### src/rtl/vga_pkg.sv
// Shared types and screen geometry for the VGA write arbiter and renderers.
package vga_pkg;

    typedef enum logic [1:0] {
        MODE_MENU     = 2'd0,
        MODE_REACTION = 2'd1,
        MODE_CHIMP    = 2'd2,
        MODE_NONE     = 2'd3
    } game_mode_e;

    typedef enum logic {
        ST_CLEAR = 1'b0,
        ST_RUN   = 1'b1
    } arb_state_e;

    localparam int SCREEN_W     = 160;
    localparam int SCREEN_H     = 120;
    localparam int X_W          = 8;
    localparam int Y_W          = 7;
    localparam int COLOUR_W     = 3;
    localparam int CLEAR_COLOUR = 0;
    localparam int N_REQ        = 3;

    function automatic logic [N_REQ-1:0] mode_onehot(input game_mode_e m);
        case (m)
            MODE_MENU:     return 3'b001;
            MODE_REACTION: return 3'b010;
            MODE_CHIMP:    return 3'b100;
            default:       return 3'b000;
        endcase
    endfunction

endpackage

### src/rtl/vga_raster_counter.sv
// Raster-order x/y counter; done rises once the last pixel has been stepped past.
module vga_raster_counter #(
    parameter int W  = 160,
    parameter int H  = 120,
    parameter int XW = 8,
    parameter int YW = 7
) (
    input  logic          clk,
    input  logic          resetn,
    input  logic          clr,
    input  logic          en,
    output logic [XW-1:0] x,
    output logic [YW-1:0] y,
    output logic          done
);

    localparam logic [XW-1:0] XMAX = XW'(W - 1);
    localparam logic [YW-1:0] YMAX = YW'(H - 1);

    logic [XW-1:0] x_q, x_d;
    logic [YW-1:0] y_q, y_d;
    logic          done_q, done_d;
    logic          last;

    always_comb begin
        last   = (x_q == XMAX) && (y_q == YMAX);
        x_d    = x_q;
        y_d    = y_q;
        done_d = done_q;
        if (clr) begin
            x_d    = '0;
            y_d    = '0;
            done_d = 1'b0;
        end else if (en && !done_q) begin
            // Counters park on the terminal pixel rather than wrapping.
            if (last) begin
                done_d = 1'b1;
            end else if (x_q == XMAX) begin
                x_d = '0;
                y_d = y_q + 1'b1;
            end else begin
                x_d = x_q + 1'b1;
            end
        end
    end

    always_ff @(posedge clk or negedge resetn) begin
        if (!resetn) begin
            x_q    <= '0;
            y_q    <= '0;
            done_q <= 1'b0;
        end else begin
            x_q    <= x_d;
            y_q    <= y_d;
            done_q <= done_d;
        end
    end

    assign x    = x_q;
    assign y    = y_q;
    assign done = done_q;

endmodule

### src/rtl/vga_write_arbiter.sv
// Owns the VGA plot port: clears the screen on each mode change, then
// grants the pixel writes of the renderer selected by the game mode.
module vga_write_arbiter #(
    parameter int SCREEN_W     = 160,
    parameter int SCREEN_H     = 120,
    parameter int X_W          = 8,
    parameter int Y_W          = 7,
    parameter int COLOUR_W     = 3,
    parameter int CLEAR_COLOUR = 0
) (
    input  logic                  clk,
    input  logic                  resetn,
    input  logic [1:0]            iGameMode,
    input  logic [2:0]            iReq,
    input  logic [3*X_W-1:0]      iX,
    input  logic [3*Y_W-1:0]      iY,
    input  logic [3*COLOUR_W-1:0] iColour,
    output logic [2:0]            oGnt,
    output logic                  oMenuEnable,
    output logic                  oReactionEnable,
    output logic                  oChimpEnable,
    output logic [X_W-1:0]        oX,
    output logic [Y_W-1:0]        oY,
    output logic [COLOUR_W-1:0]   oColour,
    output logic                  oPlot,
    output logic                  oClearing,
    output logic                  oDropped
);

    import vga_pkg::*;

    localparam logic [X_W:0] X_LIM = (X_W + 1)'(SCREEN_W);
    localparam logic [Y_W:0] Y_LIM = (Y_W + 1)'(SCREEN_H);

    arb_state_e            state_q, state_d;
    game_mode_e            mode_q, mode_d, mode_in;
    logic                  init_q, init_d;
    logic [2:0]            en_q, en_d;
    logic [X_W-1:0]        x_q, x_d;
    logic [Y_W-1:0]        y_q, y_d;
    logic [COLOUR_W-1:0]   col_q, col_d;
    logic                  plot_q, plot_d;
    logic                  drop_q, drop_d;

    logic                  mode_chg;
    logic                  in_range;
    logic [2:0]            gnt;
    logic [X_W-1:0]        sel_x;
    logic [Y_W-1:0]        sel_y;
    logic [COLOUR_W-1:0]   sel_col;
    logic                  cnt_clr, cnt_step, cnt_done;
    logic [X_W-1:0]        cx;
    logic [Y_W-1:0]        cy;

    vga_raster_counter #(
        .W  (SCREEN_W),
        .H  (SCREEN_H),
        .XW (X_W),
        .YW (Y_W)
    ) u_raster (
        .clk    (clk),
        .resetn (resetn),
        .clr    (cnt_clr),
        .en     (cnt_step),
        .x      (cx),
        .y      (cy),
        .done   (cnt_done)
    );

    always_comb begin
        sel_x   = '0;
        sel_y   = '0;
        sel_col = '0;
        case (mode_q)
            MODE_MENU: begin
                sel_x   = iX[0 +: X_W];
                sel_y   = iY[0 +: Y_W];
                sel_col = iColour[0 +: COLOUR_W];
            end
            MODE_REACTION: begin
                sel_x   = iX[X_W +: X_W];
                sel_y   = iY[Y_W +: Y_W];
                sel_col = iColour[COLOUR_W +: COLOUR_W];
            end
            MODE_CHIMP: begin
                sel_x   = iX[2*X_W +: X_W];
                sel_y   = iY[2*Y_W +: Y_W];
                sel_col = iColour[2*COLOUR_W +: COLOUR_W];
            end
            default: ;
        endcase
        in_range = ({1'b0, sel_x} < X_LIM) && ({1'b0, sel_y} < Y_LIM);
    end

    always_comb begin
        mode_in  = game_mode_e'(iGameMode);
        mode_chg = init_q && (mode_in != mode_q);
        state_d  = state_q;
        // The first edge after reset adopts whatever mode is presented.
        mode_d   = init_q ? mode_q : mode_in;
        init_d   = 1'b1;
        x_d      = x_q;
        y_d      = y_q;
        col_d    = col_q;
        plot_d   = 1'b0;
        drop_d   = drop_q;
        gnt      = '0;
        cnt_clr  = 1'b0;
        cnt_step = 1'b0;

        if (mode_chg) begin
            state_d = ST_CLEAR;
            mode_d  = mode_in;
            cnt_clr = 1'b1;
            drop_d  = 1'b0;
        end else begin
            case (state_q)
                ST_CLEAR: begin
                    if (!cnt_done) begin
                        plot_d   = 1'b1;
                        x_d      = cx;
                        y_d      = cy;
                        col_d    = COLOUR_W'(CLEAR_COLOUR);
                        cnt_step = 1'b1;
                    end else begin
                        state_d = ST_RUN;
                    end
                end
                ST_RUN: begin
                    gnt = iReq & mode_onehot(mode_q);
                    // Out-of-range writes are still granted so the renderer moves on.
                    if (|gnt) begin
                        if (in_range) begin
                            plot_d = 1'b1;
                            x_d    = sel_x;
                            y_d    = sel_y;
                            col_d  = sel_col;
                        end else begin
                            drop_d = 1'b1;
                        end
                    end
                end
                default: ;
            endcase
        end

        en_d = (state_d == ST_RUN) ? mode_onehot(mode_d) : 3'b000;
    end

    always_ff @(posedge clk or negedge resetn) begin
        if (!resetn) begin
            state_q <= ST_CLEAR;
            mode_q  <= MODE_MENU;
            init_q  <= 1'b0;
            en_q    <= '0;
            x_q     <= '0;
            y_q     <= '0;
            col_q   <= '0;
            plot_q  <= 1'b0;
            drop_q  <= 1'b0;
        end else begin
            state_q <= state_d;
            mode_q  <= mode_d;
            init_q  <= init_d;
            en_q    <= en_d;
            x_q     <= x_d;
            y_q     <= y_d;
            col_q   <= col_d;
            plot_q  <= plot_d;
            drop_q  <= drop_d;
        end
    end

    assign oGnt            = gnt;
    assign oMenuEnable     = en_q[0];
    assign oReactionEnable = en_q[1];
    assign oChimpEnable    = en_q[2];
    assign oX              = x_q;
    assign oY              = y_q;
    assign oColour         = col_q;
    assign oPlot           = plot_q;
    assign oClearing       = (state_q == ST_CLEAR);
    assign oDropped        = drop_q;

endmodule

### config.mk
export PLATFORM = sky130hd
export DESIGN_NAME = vga_write_arbiter
export DESIGN_NICKNAME = d
export VERILOG_FILES = /design/src/rtl/vga_pkg.sv /design/src/rtl/vga_raster_counter.sv /design/src/rtl/vga_write_arbiter.sv
export SDC_FILE = /design/constraint.sdc
export NUM_CORES = 1
export LEC_CHECK = 0
export ABC_AREA = 1
export CAP_MARGIN = 0
export CORE_ASPECT_RATIO = 0.6
export CORE_MARGIN = 8
export CORE_UTILIZATION = 47
export CTS_BUF_LIST = sky130_fd_sc_hd__clkbuf_8 sky130_fd_sc_hd__clkbuf_16
export DETAILED_ROUTE_END_ITERATION = 10
export GPL_TIMING_DRIVEN = 0
export PLACE_DENSITY = 0.9
export SYNTH_ARGS = -nofsm -noshare
export SYNTH_HDL_FRONTEND = slang
export SYNTH_SLANG_ARGS = --single-unit
### constraint.sdc
create_clock -name clk -period 2.05 [get_ports clk]
set_input_delay 0.5125 -clock clk [delete_from_list [all_inputs] [get_ports clk]]
set_output_delay 0.5125 -clock clk [all_outputs]
set_load 0.02 [all_outputs]
==> results.md <==
Floorplan
• IO Pins: 88
• Die Footprint: 8780 µm²
• Rows: 21
• Starting Density: 49.4%
• die span in y: 75.9 µm
• Core Region: 5680 µm²
• Die X-Extent: 116 µm

Clock tree
• post-CTS clock slew at the launch and capture registers of the worst setup and hold paths: 0.09 ns
• clock tree from TritonCTS: done
• largest buffer count on any clock path: 2
• quantity of hold-fixing buffers added after cts: 0
• clock latency on the worst-skew pair: 0.30 ns
• clock root cell: clkbuf_8
• clk sink count: 43
• htree depth: 2
• number of clock buffers inserted by TritonCTS: 5

Hold path
• kind of path behind the tightest hold check: in -> async

Placed design
• Final GP Congestion: 0.905
• instance count after placement with tap cells included: 547
• final HPWL from detailed placement: 6.71 mm
• IO buf count: 87

Cells and area
• Cell Count, Final, Fillers Out: 565
• fraction of final layout cells sized beyond drive strength 1: 18.4%
• n_diodes: 0
• layout overhead on the synthesized area: 42.8%
• Nets: 547

Worst setup path
• endpoint of the worst-slack reg-to-reg timing path: oY[1]
• Worst Path Buf+Inv: 3
• Worst R2R Path Depth: 15
• crit path max-delay cell type: dfrtp_1
• cell chain of the critical path: buf_8, nand2_1, nand4_1, nand2_4, inv_6, nor3_2, buf_2
• CP Launch Type: flip-flop
• biggest fanout along the worst timing path: 10
• biggest cell delay along the critical path: 0.41 ns
• R2R setup slack: 0.11 ns
• beginning of the worst register-to-register path: mode_q[0]
• Crit path max-delay family: simple AND/OR/NAND/NOR gates
• Arrival @ worst endpoint: 1.54 ns
• WS Path Type: reg -> out
• CP required: 1.54 ns
• CP endpoint kind: output pin

STA
• worst slew slack as a fraction of its limit: 63.4%
• Max Transition Viols Final: 0
• final clock skew: 0.00979 ns
• number of hold-slack violations in the final timing report: 0
• Min Clock Period, post-route: 2.05 ns
• setup repair after global routing missed its margin: true
• Tcrit/Tclk final: 99.9%
• count of final setup violators: 0
• transition time at the pin with the least slew margin: 0.548 ns
• maximum operating frequency: 488 MHz

Yosys
• post-synth cell types: 31
• proportion of synthesized chip area in sequential cells: 38.3%
• gate count after technology mapping: 379
• cell taking the most area after synthesis: dfrtp_1
• mean instance size in the synthesized netlist: 7.40 µm²
• cell area after synthesis: 2810 µm²
• Post-Syn Nets: 442
• leading cell types by total area after synthesis: dfrtp_1 38%, nand2_1 16%, nand3_1 10%, nand2_4 4.4%, nand2_2 3.6%
• area fraction of the dominant cell type after synthesis: 38.3%
• Warnings, synthesis: 0
• flip-flop and latch count after synthesis: 43

Status
• outcome: finished, final reports clean

Power
• Static Leak: 0.00200 µW
• Worst IR Drop VDD: 0.323 mV
• P per Cell Area: 584 nW/µm²
• clock share of power: 25.9%
• Internal Pwr Total: 1580 µW
• Sw Share: 32.5%
• Sequential Power Share: 43.6%
• P_sw: 760 µW
• Design Power: 2340 µW
• proportion of power drawn by combinational gates: 30.5%

GRT
• pin count of the biggest net entering global routing: 25
• antenna violations before repair: 0
• wire length of the first global-routing pass: 13.9 mm
• vias in the first global route: 2956
• total congestion overflow: 0
• global-route usage over all layers: 20.1%

Detailed routing
• Avg Vias per Cell: 5.34
• wire length per cell: 15.7 µm
• drt total wl: 8.87 mm
• violation count after the first detailed-route iteration: 167
• residual antenna-violating net count after detailed routing: 0
• number of iterations in the first detailed-routing pass: 5
• remaining routing DRC violations: 0
• total number of vias: 3015

Job
• max cap viols: 0

-- cell usage in the layout, fill, tap and decap left out, drive strengths merged --
master	count
nand2	152
buf	27
clkinvlp	1
dfrtp	43
nor2	18
clkbuf	15
dlygate4sd2	1
nor3	11
clkdlybuf4s50	80
nand3	58
o21ai	24
o21a	1
o22ai	2
ha	2
conb	1
a21oi	3
xor2	6
nand4	6
inv	34
-- layer usage --
metal / wire [µm] / part of all wire (%) / GRT usage, %
met1: 3820 / 43 / 24.1
met2: 4150 / 47 / 35.4
met3: 777 / 8.8 / 5.22
met4: 124 / 1.4 / 4.85
met5: 0 / 0 / 0
-- per-stage QoR --
stage                     setup WS [ns]  utilization, %  hold slack (ns)  area [µm²]  setup TNS (ns)
after CTS                       -0.0318            69.8            0.185        3960         -0.0667
after global placement           -0.893            66.6            0.454        3780          -36.16
final                           0.00197            70.6            0.176        4010               0
after floorplan                   0.115               -            0.217        2810               0
after global routing            -0.0825            70.6            0.211        4010          -0.171
after detailed placement         -0.897            67.0            0.458        3800           -6.80
-- cell usage after synthesis --
library cell	instances
xor2_1	6
nand2_4	11
nand4_1	5
inv_8	1
nand3_2	1
o21ai_0	10
buf_12	1
conb_1	1
o22ai_1	2
clkbuf_1	7
nor3_1	11
nand2_8	2
nand3_1	56
nand2_1	123
o21a_1	1
buf_1	1
o21ai_1	14
nor2_8	2
dfrtp_1	43
ha_1	2
inv_2	10
buf_6	3
nor2_2	2
nand4_2	1
nor2_1	14
buf_2	3
inv_1	23
buf_4	3
nand2_2	16
a21oi_1	3
nand3_4	1
-- how the worst max path moves through the flow --
stage	start	endpoint	slack, ns	cells after the start
after detailed placement	iGameMode[0]	oGnt[0]	-0.90	8
after floorplan	mode_q[1]	oGnt[0]	0.12	7
after CTS	mode_q[1]	oGnt[0]	-0.03	6
after global routing	mode_q[0]	oGnt[1]	-0.08	7
after global placement	iGameMode[1]	oGnt[2]	-0.89	8
final	mode_q[0]	oGnt[1]	0.002	7
-- power groups by stage --
stage                     Combinational (µW)  Clock (µW)  Sequential [µW]
after floorplan                          329           0             1070
after global placement                   657           0             1030
after detailed placement                 685           0             1030
after CTS                                704         603             1020
after global routing                     772         645             1030
final                                    714         605             1020
-- registers in the layout (all words and copies together) (netlist names) --
register,flops
u_raster.x,8
oColour,3
init_q,1
state_q,1
oDropped,1
u_raster.y,7
mode_q,2
en_q,3
oPlot,1
u_raster.done,1
oY,7
oX,8
-- cells by family after synthesis --
group / count (synthesis) / synth area share (%)
AO/OA/AOI/OAI: 30 / 5.53
XOR/XNOR: 6 / 1.87
adder cells (fa/ha/maj): 2 / 0.892
buffers and inverters: 52 / 9.14
flip-flops: 43 / 38.3
other: 1 / 0.134
AND/OR/NAND/NOR: 245 / 44.1
-- layout make-up --
cell class                      count  area [µm²]
Fill cell                         427        1670
Multi-Input combinational cell    284        1500
Sequential cell                    43        1080
Timing Repair Buffer               99         967
Inverter                           34         144
Buffer                             17         121
Tap cell                           80         100
Clock buffer                        7        96.3
Clock inverter                      1        3.75
-- repair_timing --
action | 4_1_cts | 5_1_grt
setup endpoints to repair | 4 | 5
resized for setup | 26 | 9
buffers inserted | 7 | 4
pin swaps | 2 | 3
Power figures use the tool's default switching activity.
